**src/rtl/gate_bist_controller_if.sv**
```systemverilog
// Signal bundle between the gate-bank BIST controller and its environment.
// The master modport is the controller's view of the bundle.
interface gate_bist_controller_if;
  logic       start;
  logic       y_and;
  logic       y_or;
  logic       y_not;
  logic       a;
  logic       b;
  logic       busy;
  logic       done;
  logic       pass;
  logic [2:0] err_count;
  logic [2:0] err_mask;
  logic [1:0] first_fail_vec;
  logic       first_fail_valid;

  modport master (
    input  start, y_and, y_or, y_not,
    output a, b, busy, done, pass, err_count, err_mask, first_fail_vec, first_fail_valid
  );

  modport slave (
    output start, y_and, y_or, y_not,
    input  a, b, busy, done, pass, err_count, err_mask, first_fail_vec, first_fail_valid
  );
endinterface

```
**src/rtl/gate_bist_controller.sv**
```systemverilog
// Built-in self-test sequencer for the AND/OR/NOT gate bank: walks a/b through
// all four vectors, checks each against golden values and reports the result.
module gate_bist_controller #(
  parameter int SETTLE_CYCLES = 2,
  parameter int CNT_W         = 4
) (
  input logic                    clk,
  input logic                    rst,
  gate_bist_controller_if.master bus
);

  typedef enum logic [1:0] {IDLE, SETTLE, SAMPLE, DONE} state_t;

  localparam logic [CNT_W-1:0] SETTLE_LAST = CNT_W'(SETTLE_CYCLES - 1);

  state_t           state;
  logic [1:0]       vec;
  logic [CNT_W-1:0] settle_cnt;
  logic             a_q, b_q, busy_q, done_q, pass_q, ffv_q;
  logic [2:0]       err_count_q, err_mask_q;
  logic [1:0]       ffvec_q;
  logic [2:0]       mismatch;
  logic [1:0]       vec_next;

  // Bit order matches err_mask: {AND, OR, NOT}
  always_comb begin
    mismatch = {bus.y_and ^ (vec[1] & vec[0]),
                bus.y_or  ^ (vec[1] | vec[0]),
                bus.y_not ^ ~vec[1]};
    vec_next = vec + 2'd1;
  end

  always_ff @(posedge clk) begin
    if (rst) begin
      state       <= IDLE;
      vec         <= '0;
      settle_cnt  <= '0;
      a_q         <= 1'b0;
      b_q         <= 1'b0;
      busy_q      <= 1'b0;
      done_q      <= 1'b0;
      pass_q      <= 1'b0;
      err_count_q <= '0;
      err_mask_q  <= '0;
      ffvec_q     <= '0;
      ffv_q       <= 1'b0;
    end else begin
      case (state)
        IDLE: begin
          a_q    <= 1'b0;
          b_q    <= 1'b0;
          busy_q <= 1'b0;
          done_q <= 1'b0;
          if (bus.start) begin
            vec         <= '0;
            settle_cnt  <= '0;
            err_count_q <= '0;
            err_mask_q  <= '0;
            ffvec_q     <= '0;
            ffv_q       <= 1'b0;
            pass_q      <= 1'b0;
            busy_q      <= 1'b1;
            state       <= SETTLE;
          end
        end
        SETTLE: begin
          if (settle_cnt == SETTLE_LAST) begin
            state <= SAMPLE;
          end else begin
            settle_cnt <= settle_cnt + 1'b1;
          end
        end
        SAMPLE: begin
          if (mismatch != 3'b000) begin
            if (err_count_q != 3'd4) err_count_q <= err_count_q + 3'd1;
            err_mask_q <= err_mask_q | mismatch;
            if (!ffv_q) begin
              ffvec_q <= vec;
              ffv_q   <= 1'b1;
            end
          end
          // a/b load with the next vector here so each new vector is on the pins
          // for the full settle window.
          if (vec == 2'd3) begin
            a_q    <= 1'b0;
            b_q    <= 1'b0;
            done_q <= 1'b1;
            state  <= DONE;
          end else begin
            vec        <= vec_next;
            a_q        <= vec_next[1];
            b_q        <= vec_next[0];
            settle_cnt <= '0;
            state      <= SETTLE;
          end
        end
        DONE: begin
          done_q <= 1'b0;
          busy_q <= 1'b0;
          pass_q <= (err_count_q == 3'd0);
          state  <= IDLE;
        end
        default: state <= IDLE;
      endcase
    end
  end

  assign bus.a                = a_q;
  assign bus.b                = b_q;
  assign bus.busy             = busy_q;
  assign bus.done             = done_q;
  assign bus.pass             = pass_q;
  assign bus.err_count        = err_count_q;
  assign bus.err_mask         = err_mask_q;
  assign bus.first_fail_vec   = ffvec_q;
  assign bus.first_fail_valid = ffv_q;

endmodule
```
**src/flat_wrapper.sv**
```systemverilog
// flat-port wrapper written by rule: the top's interface ports become plain ports
module gate_bist_controller_flat 
#(
  parameter int SETTLE_CYCLES = 2,
  parameter int CNT_W         = 4
)
  (clk, rst, bus_start, bus_y_and, bus_y_or, bus_y_not, bus_a, bus_b, bus_busy, bus_done, bus_pass, bus_err_count, bus_err_mask, bus_first_fail_vec, bus_first_fail_valid);
  gate_bist_controller_if bus_i ();
  input logic clk;
  input logic rst;
  input wire logic [$bits(bus_i.start)-1:0] bus_start;
  input wire logic [$bits(bus_i.y_and)-1:0] bus_y_and;
  input wire logic [$bits(bus_i.y_or)-1:0] bus_y_or;
  input wire logic [$bits(bus_i.y_not)-1:0] bus_y_not;
  output wire logic [$bits(bus_i.a)-1:0] bus_a;
  output wire logic [$bits(bus_i.b)-1:0] bus_b;
  output wire logic [$bits(bus_i.busy)-1:0] bus_busy;
  output wire logic [$bits(bus_i.done)-1:0] bus_done;
  output wire logic [$bits(bus_i.pass)-1:0] bus_pass;
  output wire logic [$bits(bus_i.err_count)-1:0] bus_err_count;
  output wire logic [$bits(bus_i.err_mask)-1:0] bus_err_mask;
  output wire logic [$bits(bus_i.first_fail_vec)-1:0] bus_first_fail_vec;
  output wire logic [$bits(bus_i.first_fail_valid)-1:0] bus_first_fail_valid;
  assign bus_i.start = bus_start;
  assign bus_i.y_and = bus_y_and;
  assign bus_i.y_or = bus_y_or;
  assign bus_i.y_not = bus_y_not;
  assign bus_a = bus_i.a;
  assign bus_b = bus_i.b;
  assign bus_busy = bus_i.busy;
  assign bus_done = bus_i.done;
  assign bus_pass = bus_i.pass;
  assign bus_err_count = bus_i.err_count;
  assign bus_err_mask = bus_i.err_mask;
  assign bus_first_fail_vec = bus_i.first_fail_vec;
  assign bus_first_fail_valid = bus_i.first_fail_valid;
  gate_bist_controller #(.SETTLE_CYCLES(SETTLE_CYCLES), .CNT_W(CNT_W)) u_core (.clk(clk), .rst(rst), .bus(bus_i));
endmodule
```
**config.mk**
```make
export PLATFORM = sky130hd
export DESIGN_NAME = gate_bist_controller_flat
export DESIGN_NICKNAME = d
export VERILOG_FILES = /design/src/rtl/gate_bist_controller_if.sv /design/src/rtl/gate_bist_controller.sv /design/src/flat_wrapper.sv
export SDC_FILE = /design/constraint.sdc
export NUM_CORES = 1
export LEC_CHECK = 0
export ABC_AREA = 0
export CORE_MARGIN = 1.5
export CORE_UTILIZATION = 55
export CTS_BUF_LIST = sky130_fd_sc_hd__clkbuf_2 sky130_fd_sc_hd__clkbuf_4 sky130_fd_sc_hd__clkbuf_8
export DETAILED_ROUTE_END_ITERATION = 6
export DONT_BUFFER_PORTS = 1
export PLACE_DENSITY_LB_ADDON = 0.2
export SLEW_MARGIN = 20
export SYNTH_ARGS = -nofsm -noshare
export SYNTH_HDL_FRONTEND = slang
export SYNTH_SLANG_ARGS = --single-unit
```
**constraint.sdc**
```tcl
create_clock -name clk -period 2.8 [get_ports clk]
set_clock_uncertainty 0.2 [all_clocks]
set_input_delay 0.56 -clock clk [delete_from_list [all_inputs] [get_ports clk]]
set_output_delay 0.56 -clock clk [all_outputs]
set_load 0.1 [all_outputs]
```
==> flow_metrics.tcl, run 1 <==
set metrics [dict create \
    dr_wl_met2_um 1076 \
    crit_top_cell "inv_1" \
    cts_tree "built" \
    dpl.hpwl_um 1675 \
    die_area_um2 2396 \
    dieHeight_um 48.95 \
    path_cells "inv_1, ha_1, inv_1, o41a_1, a211o_1, o31ai_1" \
    cts_resized 0 \
    wl_per_cell_um 12.74 \
    rsz0062_at_grt "false" \
    post_cts_buffers 0 \
    clkSinkCount 22 \
    crit_type "reg2reg" \
    ys_ff_latch 22 \
    yosysUniqueCellTypes 36 \
    grt_usage_pct 20.56 \
    setup_tns_ns 0 \
    mostFrequentLayoutCell "dfxtp_1" \
    seq_area_frac_synth_pct 37.93 \
    portBuffers 0 \
    die-width_um 48.95 \
    clockRootBuffer "clkbuf_4" \
    period_needed_ns 2.354 \
    fmax_mhz 424.9 \
    crit_path_end_kind "flip-flop" \
    async_flop_share_pct 0 \
    antenna_found_initial 0 \
    final_cell_mix "dfxtp_1, nor2_1, a21oi_1, buf_4, ha_1" \
    worst_hold_path_type "in2reg" \
    p_per_area_nw_per_um2 603.5 \
    clockBufferDepth 2 \
    cp-start-kind "flip-flop" \
    core_um2 1982 \
    routed_wl_um 2243 \
    clkTransAtPathRegs_ns 0.13 \
    leakagePower_nw 0.5383 \
    max_stage_delay_ns 0.60 \
    synth_edf_count 0 \
    io_pins 20 \
    cp_max_fo 12 \
    start_util_pct 58.59 \
    syn-num-nets 152 \
    setup_viol 0 \
    viasPerCell 5.375 \
    cp.arrival_ns 2.39 \
    gp_congestion 0.8314 \
    n_fill_cell 169 \
    min_period_over_period_pct 84.06 \
    fin_nets 167 \
    overflow 0 \
    syn_to_final_growth_pct 13.58 \
    slew_headroom_pct 74.26 \
    cts_max_level 1 \
    status "finished, final reports clean" \
    ys.flop_type "dfxtp_1" \
    grt_max_degree 24 \
    cts-buffers-inserted 3 \
    synthCells 135 \
    multi_input_area_um2 665.6 \
    tightest_slew_ns 0.3861 \
    peakVddDrop_mv 0.4857 \
    worstSkewPairLatency_ns 0.31 \
    total_power_mw 0.7959 \
    grt_pass1_wl_um 3960 \
    critPathSlowestCell "o41a_1" \
    drc 0 \
    insertedDiodeCount 0 \
    dr.max_layer_used "met4" \
    maxSlewViolCount 0 \
    avgSynthCellArea_um2 8.601 \
    yosysWarnings 0 \
    drv_cap 0 \
    drt_iter0_drc 6 \
    std_cell_rows 16 \
    wirelength_met1_um 1073 \
    synthesis.area_um2 1161 \
    dr_wl_met3_um 62 \
    ant_nets 0 \
    ff_latch_area_um2 440.4 \
    ctsHoldBuffers 0 \
    vias 946 \
    grt_pass1_vias 925 \
    drt-pass1-iter-count 3 \
    final_layout_size_suffix_gt1_share_pct 15.44 \
    hold_viol 0 \
    cp_data_required_time_ns 2.84 \
]
-- critical path: cells and delay by family (launching register included) --
family | cells | cell delay (ns)
fa+ha+maj | 1 | 0.40
compound gates | 3 | 0.96
flops | 1 | 0.38
buf+inv | 2 | 0.33
-- per-layer routing --
layer / global-route usage (%) / up-vias
li1: - / 499
met1: 27.52 / 432
met2: 33.11 / 11
met3: 2.147 / 4
met4: 10.00 / 0
met5: 0 / -
-- power by group --
part,switching (mW),internal (mW)
clock,0.0979,0.0794
sequential,0.0148,0.333
combinational,0.189,0.0817
total,0.302,0.494
-- through the flow --
step	util [%]	hold WS, ns	std cells	instance area [um^2]	setup WS, ns
2_1_floorplan	-	0.2579	135	1161	0.7305
3_3_place_gp	64.71	0.2535	172	1282	0.5383
3_5_place_dp	64.71	0.2675	172	1282	0.4809
4_1_cts	66.54	0.08932	176	1319	0.4603
5_1_grt	66.54	0.08311	176	1319	0.2952
6_report	66.54	0.09385	176	1319	0.4463
-- state kept, by name, indices dropped and copies added (netlist names) --
signal	flops
u_core.bus.err_count	3
u_core.bus.b	1
u_core.settle_cnt	4
u_core.bus.err_mask	3
u_core.state	2
u_core.bus.busy	1
u_core.bus.done	1
u_core.bus.first_fail_vec	2
u_core.bus.a	1
u_core.bus.pass	1
u_core.bus.first_fail_valid	1
u_core.vec	2
-- area by class of cell --
cell class / count / share of cell area (%)
Multi-Input combinational cell: 99 / 50.47
Sequential cell: 22 / 33.40
Timing Repair Buffer: 14 / 7.970
Clock buffer: 4 / 2.751
Inverter: 10 / 2.846
Tap cell: 27 / 2.562
-- final timing paths --
kind / cells after the start / end / slack, ns / from
min: 1 / u_core.settle_cnt[2] / 0.09 / rst
max reg2reg: 6 / u_core.bus.err_count[1] / 0.45 / u_core.state[0]
max: 6 / u_core.bus.err_count[1] / 0.45 / u_core.state[0]
min reg2reg: 2 / u_core.bus.done / 0.28 / u_core.bus.done
-- Yosys cell counts, types with 3 or more instances --
| cell | instances | share of area (%) |
|---|---|---|
| and2_1 | 3 | 1.6 |
| o21ai_0 | 7 | 3.0 |
| nor3b_1 | 3 | 1.9 |
| a21oi_1 | 14 | 6.0 |
| nand3_1 | 6 | 2.6 |
| or4_1 | 4 | 2.6 |
| dfxtp_1 | 22 | 38 |
| ha_1 | 11 | 12 |
| nor2_1 | 17 | 5.5 |
| inv_1 | 10 | 3.2 |
| nand2_1 | 6 | 1.9 |
-- kinds of logic (layout without fill, tap and decap cells) --
kind of cell    after synthesis  after routing  synth area share, %
simple gates                 48             48                22.52
compound gates               36             36                19.72
flops                        22             22                37.93
buf+inv                      14             28                4.742
fa+ha+maj                    11             11                11.85
xor+xnor                      3              3                2.263
mux                           1              1               0.9698
No activity file was read; power rests on OpenSTA's default activity.
==> run 2, diff against run 1 <==
ABC_AREA = 1   (was 0)
clock period = 1.89 ns   (was 2.8 ns; I/O delays follow)
==> run 2 against run 1 <==
  * Sequential power increased by 88%
  * Largest cell class unchanged
  * Clock-buffer cell count unchanged
  * First-iteration DRC count increased to 3.7 times the previous value
  * Sequential share of layout area decreased by 3.8 points
==> flow_metrics.tcl, run 2 <==
set metrics [dict create \
    synthCells 191 \
    clockBufferDepth 2 \
    io_pins 20 \
    yosys-top-cells-count "nand2_1, inv_1, dfxtp_1" \
    reg2reg_depth 9 \
    die_area_um2 2638 \
    syn_to_final_growth_pct 17.32 \
    grt_usage_pct 22.36 \
    critPathSlowestCell "dfxtp_2" \
    holdPathStages 4 \
    cp_data_required_time_ns 1.97 \
    routed_wl_um 2584 \
    drt-pass1-iter-count 4 \
    largest-register "u_core.settle_cnt" \
    worstHoldStart "bus_start" \
    worstSkewPairLatency_ns 0.32 \
    setup_viol 0 \
    fmax_mhz 568.7 \
    die-width_um 51.36 \
    cts_tree "built" \
    yosysTopAreaCellShare_pct 34.24 \
    slew_headroom_pct 73.19 \
    leakagePower_nw 0.7545 \
    yosysTopAreaCell "dfxtp_1" \
    mostFrequentLayoutCell "nand2_1" \
    crit_type "reg2reg" \
    yosysWarnings 0 \
    antenna_found_initial 0 \
    yosysMostFrequentCell "nand2_1" \
    dpl.hpwl_um 1992 \
    synthesis.area_um2 1286 \
    p_per_area_nw_per_um2 1634 \
    clkTransAtPathRegs_ns 0.13 \
    path_cells "inv_1, ha_1, inv_1, nor2_4, nor2_4, nand3_2, nand2_1, nand2_1, nor2_1" \
    pwr-share-seq_pct 26.6 \
    drc 0 \
    final_cell_mix "nand2_1, inv_1, nor2_1" \
    max_stage_delay_ns 0.39 \
    peakVddDrop_mv 0.9570 \
    worst_hold_path_type "in2reg" \
    switching_share_pct 54.89 \
    portBuffers 0 \
    cp-start-kind "flip-flop" \
    wl_per_cell_um 10.81 \
    cts-buffers-inserted 3 \
    setup_tns_ns 0 \
    hold_viol 0 \
    drt_iter0_drc 22 \
    grt_pass1_vias 1106 \
    rr_endpoint "u_core.bus.first_fail_vec[1]" \
    synth_edf_count 0 \
    cts_max_level 1 \
    n_fill_cell 197 \
    viasPerCell 5.059 \
    hold_slack_ns 0.06761 \
    ys_ff_latch 22 \
    cp_max_fo 13 \
    worstHoldEndpoint "u_core.bus.busy" \
    largest_register_ffs 4 \
    async_flop_share_pct 0 \
    syn-num-nets 208 \
    gp_congestion 0.8304 \
    r2r-start "u_core.state[0]" \
    overflow 0 \
    crit_path_end_kind "flip-flop" \
    ant_nets 0 \
    drv_cap 0 \
    seq_area_frac_synth_pct 34.24 \
    ys.flop_type "dfxtp_1" \
    core_um2 2212 \
    avgSynthCellArea_um2 6.734 \
    clockRootBuffer "clkbuf_4" \
    p_sw_mw 1.353 \
    clkSinkCount 22 \
    min_period_over_period_pct 93.04 \
    intPower_mw 1.112 \
    dieHeight_um 51.36 \
    maxSlewViolCount 0 \
    yosysUniqueCellTypes 22 \
    rrSetupSlack_ns 0.13 \
    start_util_pct 58.14 \
    grt_max_degree 15 \
    final_layout_size_suffix_gt1_share_pct 19.91 \
    period_needed_ns 1.758 \
    power_frac_clock_pct 11.0 \
    insertedDiodeCount 0 \
    power_frac_comb_pct 62.4 \
    std_cell_rows 17 \
    grt_pass1_wl_um 4491 \
    synth.area.top_cells "dfxtp_1, nand2_1, ha_1" \
    status "finished, final reports clean" \
    fin_nets 229 \
    vias 1209 \
    tightest_slew_ns 0.4009 \
    cp.arrival_ns 1.84 \
]
run 2: layer usage:
| layer | vias to the layer above | global-route usage (%) | share of wire, % |
|---|---|---|---|
| li1 | 629 | - | - |
| met1 | 554 | 25.36 | 43 |
| met2 | 21 | 40.60 | 52 |
| met3 | 5 | 3.509 | 3.3 |
| met4 | 0 | 10.09 | 2.0 |
| met5 | - | 0 | 0 |
run 2: metrics by stage:
step	std cells	power (mW)	setup slack (ns)	utilization, %	area (um^2)
5_1_grt	239	2.624	-0.003471	68.21	1509
3_5_place_dp	232	2.142	0.04574	64.93	1436
3_3_place_gp	232	2.107	0.1552	64.93	1436
4_1_cts	237	2.415	0.00008549	67.02	1483
6_report	239	2.465	0.1316	68.21	1509
2_1_floorplan	191	1.887	0.02719	-	1289
run 2: worst max-delay path by stage:
stage	startpoint	endpoint	slack (ns)	depth (start not counted)
after floorplan	u_core.bus.err_count[2]	u_core.bus.err_count[0]	0.03	5
after global placement	u_core.state[0]	u_core.bus.first_fail_vec[1]	0.16	7
after detailed placement	u_core.state[0]	u_core.settle_cnt[2]	0.05	10
after CTS	u_core.state[0]	u_core.settle_cnt[2]	0.00009	10
after global routing	u_core.state[0]	u_core.settle_cnt[0]	-0.003	9
final	u_core.state[0]	u_core.bus.first_fail_vec[1]	0.13	9
run 2: worst max-delay path: cells and delay by family (launching register included):
| kind | cells | cell delay (ns) |
|---|---|---|
| and+or+nand+nor | 6 | 0.70 |
| DFF | 1 | 0.39 |
| adders and majority gates | 1 | 0.24 |
| buffers and inverters | 2 | 0.18 |
run 2: power by group through the flow:
stage	clock, mW	combinational (mW)	sequential (mW)
final	0.271	1.54	0.655
after global routing	0.289	1.67	0.670
after CTS	0.276	1.49	0.653
after detailed placement	0	1.48	0.664
after global placement	0	1.45	0.660
after floorplan	0	0.632	1.26
run 2: kinds of logic (layout without fill, tap and decap cells):
group	after synthesis	after routing	share of synthesized area, %
flip-flops	22	22	34.24
AND/OR/NAND/NOR	100	100	34.44
AO/OA/AOI/OAI	20	20	8.075
buffers and inverters	36	56	11.19
XOR/XNOR	2	2	1.362
adder cells (fa/ha/maj)	11	11	10.70
run 2: area by class of cell:
| type | instances | area [um^2] | share of cell area, % |
|---|---|---|---|
| clock buffer | 4 | 36.28 | 2.405 |
| inverter | 33 | 123.9 | 8.209 |
| multi-input combinational | 133 | 709.4 | 47.01 |
| sequential | 22 | 446.7 | 29.60 |
| tap | 28 | 35.03 | 2.322 |
| timing repair buffer | 19 | 157.7 | 10.45 |
run 2: timing repair:
action                                  CTS  global route
resized for setup                         0             5
endpoints found under the setup margin    0            15
endpoints found under the hold margin    10             0
setup buffers                             0             2
hold buffers                              1             0
